$ cat config.mk
export PLATFORM = sky130hd
export DESIGN_NAME = seq_detect_run
export DESIGN_NICKNAME = d
export VERILOG_FILES = /design/src/rtl/seq_detect_run.sv
export SDC_FILE = /design/constraint.sdc
export NUM_CORES = 1
export LEC_CHECK = 0
export CORE_MARGIN = 2
export CORE_UTILIZATION = 25
export CTS_CLUSTER_SIZE = 16
export DETAILED_ROUTE_END_ITERATION = 8
export GPL_TIMING_DRIVEN = 0
export PLACE_DENSITY = 0.51
export SYNTH_ARGS = -nofsm -noshare
export SYNTH_HDL_FRONTEND = slang
export SYNTH_SLANG_ARGS = --single-unit
$ cat constraint.sdc
create_clock -name clk -period 3.9 [get_ports clk]
set_input_delay 0.39 -clock clk [delete_from_list [all_inputs] [get_ports clk]]
set_output_delay 0.39 -clock clk [all_outputs]
set_load 0.01 [all_outputs]
$ cat src/rtl/seq_detect_run.sv
// Run-length detector: flags RUN_LEN consecutive equal valid bits on w, with polarity/overlap control.
// Define SEQ_DETECT_RUN_LEN_OUT_EN to expose the current run count on run_len.
module seq_detect_run #(
    parameter int RUN_LEN = 4,
    parameter int CNT_W   = 8
) (
    input  logic                         clk,
    input  logic                         reset_n,
    input  logic                         w,
    input  logic                         w_valid,
    input  logic                         clear,
    input  logic [1:0]                   mode,
    input  logic                         overlap,
    output logic                         z,
    output logic                         z_one,
    output logic                         z_zero,
`ifdef SEQ_DETECT_RUN_LEN_OUT_EN
    output logic [$clog2(RUN_LEN+1)-1:0] run_len,
`endif
    output logic [CNT_W-1:0]             match_cnt
);

    localparam int RC_W = $clog2(RUN_LEN + 1);
    localparam logic [RC_W-1:0] RUN_MAX = RC_W'(RUN_LEN);

    generate
        if (RUN_LEN < 2 || RUN_LEN > 255) begin : g_bad_run_len
            $error("seq_detect_run: RUN_LEN must be in 2..255");
        end
    endgenerate

    logic [RC_W-1:0]  run_cnt_q, run_cnt_d;
    logic             last_bit_q, last_bit_d;
    logic             z_q, z_d, z_one_q, z_one_d, z_zero_q, z_zero_d;
    logic [CNT_W-1:0] cnt_q, cnt_d;
    logic [RC_W-1:0]  run_nxt;
    logic             pol_en, hit;

    always_comb begin
        run_cnt_d  = run_cnt_q;
        last_bit_d = last_bit_q;
        cnt_d      = cnt_q;
        z_d        = 1'b0;
        z_one_d    = 1'b0;
        z_zero_d   = 1'b0;
        run_nxt    = run_cnt_q;
        pol_en     = 1'b0;
        hit        = 1'b0;
        if (clear) begin
            run_cnt_d = '0;
            cnt_d     = '0;
        end else if (w_valid) begin
            if (run_cnt_q == '0 || w != last_bit_q) begin
                run_nxt    = RC_W'(1);
                last_bit_d = w;
            end else if (run_cnt_q == RUN_MAX) begin
                run_nxt = RUN_MAX;
            end else begin
                run_nxt = run_cnt_q + RC_W'(1);
            end
            pol_en = w ? mode[0] : mode[1];
            hit    = (run_nxt == RUN_MAX) && pol_en;
            // A disabled-polarity run only saturates; the restart is tied to an actual hit.
            run_cnt_d = (hit && !overlap) ? '0 : run_nxt;
            z_d       = hit;
            z_one_d   = hit & w;
            z_zero_d  = hit & ~w;
            if (hit && cnt_q != '1)
                cnt_d = cnt_q + CNT_W'(1);
        end
    end

    always_ff @(posedge clk or negedge reset_n) begin
        if (!reset_n) begin
            run_cnt_q  <= '0;
            last_bit_q <= 1'b0;
            z_q        <= 1'b0;
            z_one_q    <= 1'b0;
            z_zero_q   <= 1'b0;
            cnt_q      <= '0;
        end else begin
            run_cnt_q  <= run_cnt_d;
            last_bit_q <= last_bit_d;
            z_q        <= z_d;
            z_one_q    <= z_one_d;
            z_zero_q   <= z_zero_d;
            cnt_q      <= cnt_d;
        end
    end

    assign z         = z_q;
    assign z_one     = z_one_q;
    assign z_zero    = z_zero_q;
    assign match_cnt = cnt_q;
`ifdef SEQ_DETECT_RUN_LEN_OUT_EN
    assign run_len   = run_cnt_q;
`endif

endmodule

== After elaboration in Yosys (flattened, before gate mapping) ==
Cells that the tools add are included.
Word-level totals
  bits in writable memories: 0
  memories: 0
  bits in latches: 0
  register bits after elaboration: 15
  input port bits: 8
  ROM bits: 0
  word-level logic and storage cells: 43
Cells by class
  multipliers: 0
  div/mod/pow operators: 0
  add/sub/neg operators: 2
  bitwise gates (word level): 4
  shifts and indexed selects: 0
  $lt $le $gt $ge: 0
  reductions and logical operators: 10
  muxes and demuxes: 17
  equality and inequality tests: 4
Operators by type and width (number)
  $mux W8: 3
  $mux W3: 7
  $add A8 B1 Y8 const B: 1
  $ne A8 B8 Y1 const B: 1
  $mux W1: 7
  $eq A3 B3 Y1 const B: 2
  $reduce_bool A2 Y1: 2
  $add A3 B1 Y3 const B: 1
  $logic_and A1 B1 Y1: 3
  $logic_not A3 Y1: 1
  $reduce_and A3 Y1: 1
  $and A1 B1 Y1: 2
  $not A1 Y1: 2
  $reduce_and A2 Y1: 1
  $logic_not A1 Y1: 1
  $logic_or A1 B1 Y1: 1
  $ne A1 B1 Y1: 1

== Logic depth before layout (Yosys ltp) ==
  word-level depth: 11
  gate-level depth with buffers: 8
  gate-level depth less buffers: 7

== Worst setup path before layout ==
Ideal clock, no wire load.
  kind: reg2reg
  from: register run_cnt_q[0]
  to: register cnt_q[3] (netlist: match_cnt[3])
  cell stages (with the launch flop): 8
  path slack: 2.001 ns
  period minus slack after synthesis: 1.899 ns
  data arrival time: 1.820 ns
  required time: 3.822 ns
  buffers on the path: 0
  cell sequence: dfrtp_1 -> inv_1 -> ha_1 -> or2b_1 -> a21oi_2 -> nand3_2 -> or4_1 -> a21oi_1
Between the ends
  word-level cells in the longest chain between the ends: 10
  elaborated cells on any way between the ends: 13
  those cells by class: 1 x add/sub; 2 x eq/ne; 4 x mux; 6 x reduce/logical
RTL lines
  start, declared: RTL line 32  | logic [RC_W-1:0] run_cnt_q, run_cnt_d;
  start signal, assigned: RTL line 82  | run_cnt_q <= run_cnt_d;
  $add A3 B1 Y3, or another cell as far along: RTL line 59  | run_nxt = run_cnt_q + RC_W'(1);
  $mux W3 or $logic_or A1 B1 Y1 (tied branches): RTL line 56, 53
  $mux W3 *: RTL line 53  | if (run_cnt_q == '0 || w != last_bit_q) begin
  $mux W3 *: RTL line 52  | end else if (w_valid) begin
  $mux W3 *: RTL line 49  | if (clear) begin
  $eq A3 B3 Y1 *: RTL line 62  | hit = (run_nxt == RUN_MAX) && pol_en;
  $logic_and A1 B1 Y1 *: RTL line 62
  $logic_and A1 B1 Y1 *: RTL line 68  | if (hit && cnt_q != '1)
  $reduce_bool A2 Y1 (no source line) *
  $reduce_and A2 Y1 (no source line) *
  end signal, assigned: RTL line 87  | cnt_q <= cnt_d;
  end, declared: RTL line 35  | logic [CNT_W-1:0] cnt_q, cnt_d;
Every way passes the cells marked *; elsewhere a longest branch is shown, timed or not. The select of a mux whose other input is x is not followed.
A chain may end at the register's enable or synchronous reset.

== Worst setup path in the final report ==
  from: register run_cnt_q[0]
  to: register cnt_q[2] (netlist: match_cnt[2])
The elaborated chain is that of the path after synthesis.

==> impl_results.rst <==
.. list-table::
   :header-rows: 1

   * - Metric
     - Value
   * - Number of cells traversed by the worst register-to-register path
     - 8
   * - Storage element area
     - between 300 and 400 um^2
   * - Global Route met3 Usage
     - 0.0426
   * - Gr busiest metal
     - met2
   * - Result of the run
     - finished, final reports clean
   * - Worst hold path type
     - input port to asynchronous set/reset pin
   * - Area of the multi-input gates
     - 405 um^2
   * - Number of rows created at floorplan
     - 20
   * - Largest driver fanout on the critical path
     - 10
   * - Met2 routing resource usage after global routing
     - 0.192
   * - Worst-path cell with the longest stage delay
     - dfrtp_1
   * - Cell types with the largest area share after synthesis
     - dfrtp_1, a21oi_1, ha_1, and3_1, o31ai_1
   * - Part of the Yosys area used for sequential elements
     - 0.462
   * - Cell taking the most area after synthesis
     - dfrtp_1
   * - Antenna violations before repair
     - 0
   * - Kind of end point of the critical path
     - register
   * - Initial core utilization
     - 0.264
   * - Area fraction of the dominant cell type after synthesis
     - 0.462
   * - Fraction of final layout cells with drive strength greater than 1
     - 0.0654
   * - Final nets
     - 119
   * - Portion of total power attributed to combinational logic
     - 0.102
   * - Static leakage power
     - 0.443 nW
   * - Launching element type of the critical path
     - register
   * - CTS Buf Count
     - 3
   * - H-Tree Level Count
     - 1
   * - Port Buffers
     - 18
   * - Kind of critical path
     - register to register
   * - Reg-to-reg setup timing slack
     - 1.81 ns
   * - Number of antenna-violating nets in the routed design
     - 0
   * - Pwr Total
     - about 280 uW
   * - Number of filler instances in the final layout
     - approximately 340
   * - Synth top cells by count
     - dfrtp_1, a21oi_1, and3_1, inv_1
   * - CP Data Arrival Time
     - 2.31 ns
   * - Die extent in y
     - 61.0 um
   * - Post-synthesis cell area
     - 812 um^2
   * - Total number of yosys warnings
     - 0
   * - Psw
     - 67.6 uW
   * - Maximum number of pins on one net before global-route repair
     - 16
   * - Core footprint
     - 3080 um^2
   * - Sum of net half-perimeters after detailed placement
     - 1.32 mm
   * - Number of enable flip-flop cells after synthesis
     - 0
   * - Fraction of synthesis flops using an asynchronous set or reset pin
     - 1.00
   * - Post-route setup TNS
     - 0 ns
   * - GR Util met1
     - 0.148
   * - Clock Path Buffers
     - 2
   * - Post-Syn Instances
     - 85
   * - VDD IR-drop max
     - between 0.1 and 0.15 mV
   * - First-pass detailed-route iteration total
     - 4
   * - Startpoint of the lowest-slack register-to-register path
     - run_cnt_q[0]
   * - Critical path launch point
     - run_cnt_q[0]
   * - Post-Synthesis Mean Instance Area
     - 9.55 um^2
   * - Post-route clock period utilization
     - 0.537
   * - Wire length of the first global-routing pass
     - 3.19 mm
   * - Share of total power consumed by net switching
     - 0.243
   * - Hold Violations, Final
     - 0
   * - Clk network pwr share
     - 0.325
   * - Minimum clock period after layout
     - approximately 2.1 ns
   * - Number of buffers and inverters on the critical path
     - 2
   * - CTS tree
     - built
   * - Maximum Capacitance Violations
     - 0
   * - Drt via density
     - about 4.6
   * - Flops & latches, synth
     - 15
   * - Dominant register cell in the synthesized netlist
     - dfrtp_1
   * - Die outline width
     - 61.0 um
   * - Transition time at the pin with the least slew margin
     - 0.710 ns
   * - Wire length reported by the detailed router
     - 1.88 mm
   * - Routed wire per std cell
     - about 12 um
   * - Critical path data required time
     - 4.11 ns
   * - Worst-Skew Late Latency
     - 0.28 ns
   * - DRC violation total after the first TritonRoute iteration
     - 21
   * - Pwr/cell area
     - 259 nW/um^2
   * - Number of buffers inserted by post-CTS setup repair
     - 0
   * - Remaining max-slew budget at the tightest pin
     - 0.525
   * - Most numerous cell in the Yosys netlist
     - dfrtp_1
   * - Capture point of the worst path
     - match_cnt[2]
   * - Total number of cells along the worst setup path
     - 8
   * - Pint
     - 211 uW
   * - RSZ-0062 raised after global routing
     - false
   * - I/O pin count
     - 19
   * - Largest stage delay on the critical path
     - 0.39 ns
   * - Top Family by Delay on Critical Path
     - simple AND/OR/NAND/NOR gates
   * - Maximum clock skew at final layout
     - between 0.007 and 0.008 ns
   * - Library cells used by synthesis
     - 28
   * - Number of antenna diodes
     - 0
   * - Tightest hold margin
     - 0.522 ns
   * - Global router's overall resource usage
     - 0.118
   * - Synthesis-to-finish area growth
     - 32.2%
   * - Clock input transition at the sequential cells of the worst setup and hold paths
     - 0.10 ns
   * - Cell-by-cell listing of the critical path
     - inv_1 -> ha_1 -> or2b_1 -> a21oi_2 -> nand3_2 -> buf_2 -> or3_1 -> a21oi_1
   * - Fmax
     - 0.478 GHz
   * - Final setup violation count
     - 0
   * - # hold bufs at CTS
     - 0
   * - Final slew viol count
     - 0
   * - Overflow after GRT
     - 0
   * - Routability Congestion
     - around 0.86
   * - Sinks on Clock Net
     - 15
   * - Via count of the first global-routing pass
     - 688
   * - Total number of vias
     - 701
   * - Drc violations
     - 0
   * - Clk root buf
     - clkbuf_4
   * - Die Outline Area
     - 3720 um^2
   * - Flop pwr share
     - 0.573
   * - Worst R2R End
     - match_cnt[2]
   * - Total nets after synthesis
     - 96
   * - Post-cts repair resize count
     - 0
[power by group through the flow]
stage / sequential, mW / combinational [mW] / clock (mW)
finish: 0.159 / 0.0284 / 0.0906
detailed placement: 0.162 / 0.0288 / 0
floorplan: 0.162 / 0.0136 / 0
CTS: 0.159 / 0.0291 / 0.0969
global route: 0.160 / 0.0319 / 0.110
global placement: 0.162 / 0.0285 / 0
[area by class of cell]
| class | count | share of cell area |
|---|---|---|
| inverters | 5 | 0.0175 |
| plain buffers | 3 | 0.0117 |
| clock buffers | 4 | 0.0245 |
| well taps | 44 | 0.0513 |
| multi-input cells | 62 | 0.378 |
| flip-flops and latches | 15 | 0.350 |
| repair buffers | 18 | 0.168 |
[cells in the final DEF, fill, tap and decap left out, types with 2 or more instances in the layout]
master	synthesis	routed
and2_1	2	2
nor2b_1	2	2
clkdlybuf4s50_1	0	18
o21ai_0	3	3
and3_1	5	5
clkbuf_1	2	3
nor3_1	3	3
nor2_1	3	3
o31ai_1	4	4
clkbuf_4	0	3
a21oi_1	9	9
nand2_1	4	4
nand3b_1	3	3
or4_1	3	3
xnor2_1	2	2
inv_1	5	5
ha_1	3	3
dfrtp_1	15	15
nand3_1	4	4
or3_1	2	2
or2b_1	2	2
[flip-flops by register name, summed over array words and instances, names as in the netlist]
register,count
last_bit_q,1
z,1
run_cnt_q,3
z_one,1
match_cnt,8
z_zero,1
[stage by stage]
step	worst slack [ns]	area, um^2	cells	utilization
floorplan	2.00	812	85	-
global placement	1.64	1050	147	0.340
detailed placement	1.63	1050	147	0.340
CTS	1.82	1070	151	0.349
global route	1.66	1070	151	0.349
finish	1.81	1070	151	0.349
[routing by layer]
metal,share of wire,vias up,wire (um)
li1,-,350,-
met1,0.47,333,890
met2,0.47,18,887
met3,0.055,0,103
met4,0,0,0
met5,0,-,0
[worst min path at each step]
stage | end
finish | match_cnt[2]
global route | match_cnt[2]
CTS | last_bit_q
detailed placement | last_bit_q
global placement | last_bit_q
floorplan | last_bit_q
[cell families after synthesis]
family | synth area share
AOI/OAI and AO/OA | 0.151
xor gates and xnor gates | 0.0216
adders and majority gates | 0.0462
buffers and inverters | 0.0385
DFF | 0.462
muxes | 0.0262
and+or+nand+nor | 0.254
(Power assumes the default switching activity.)
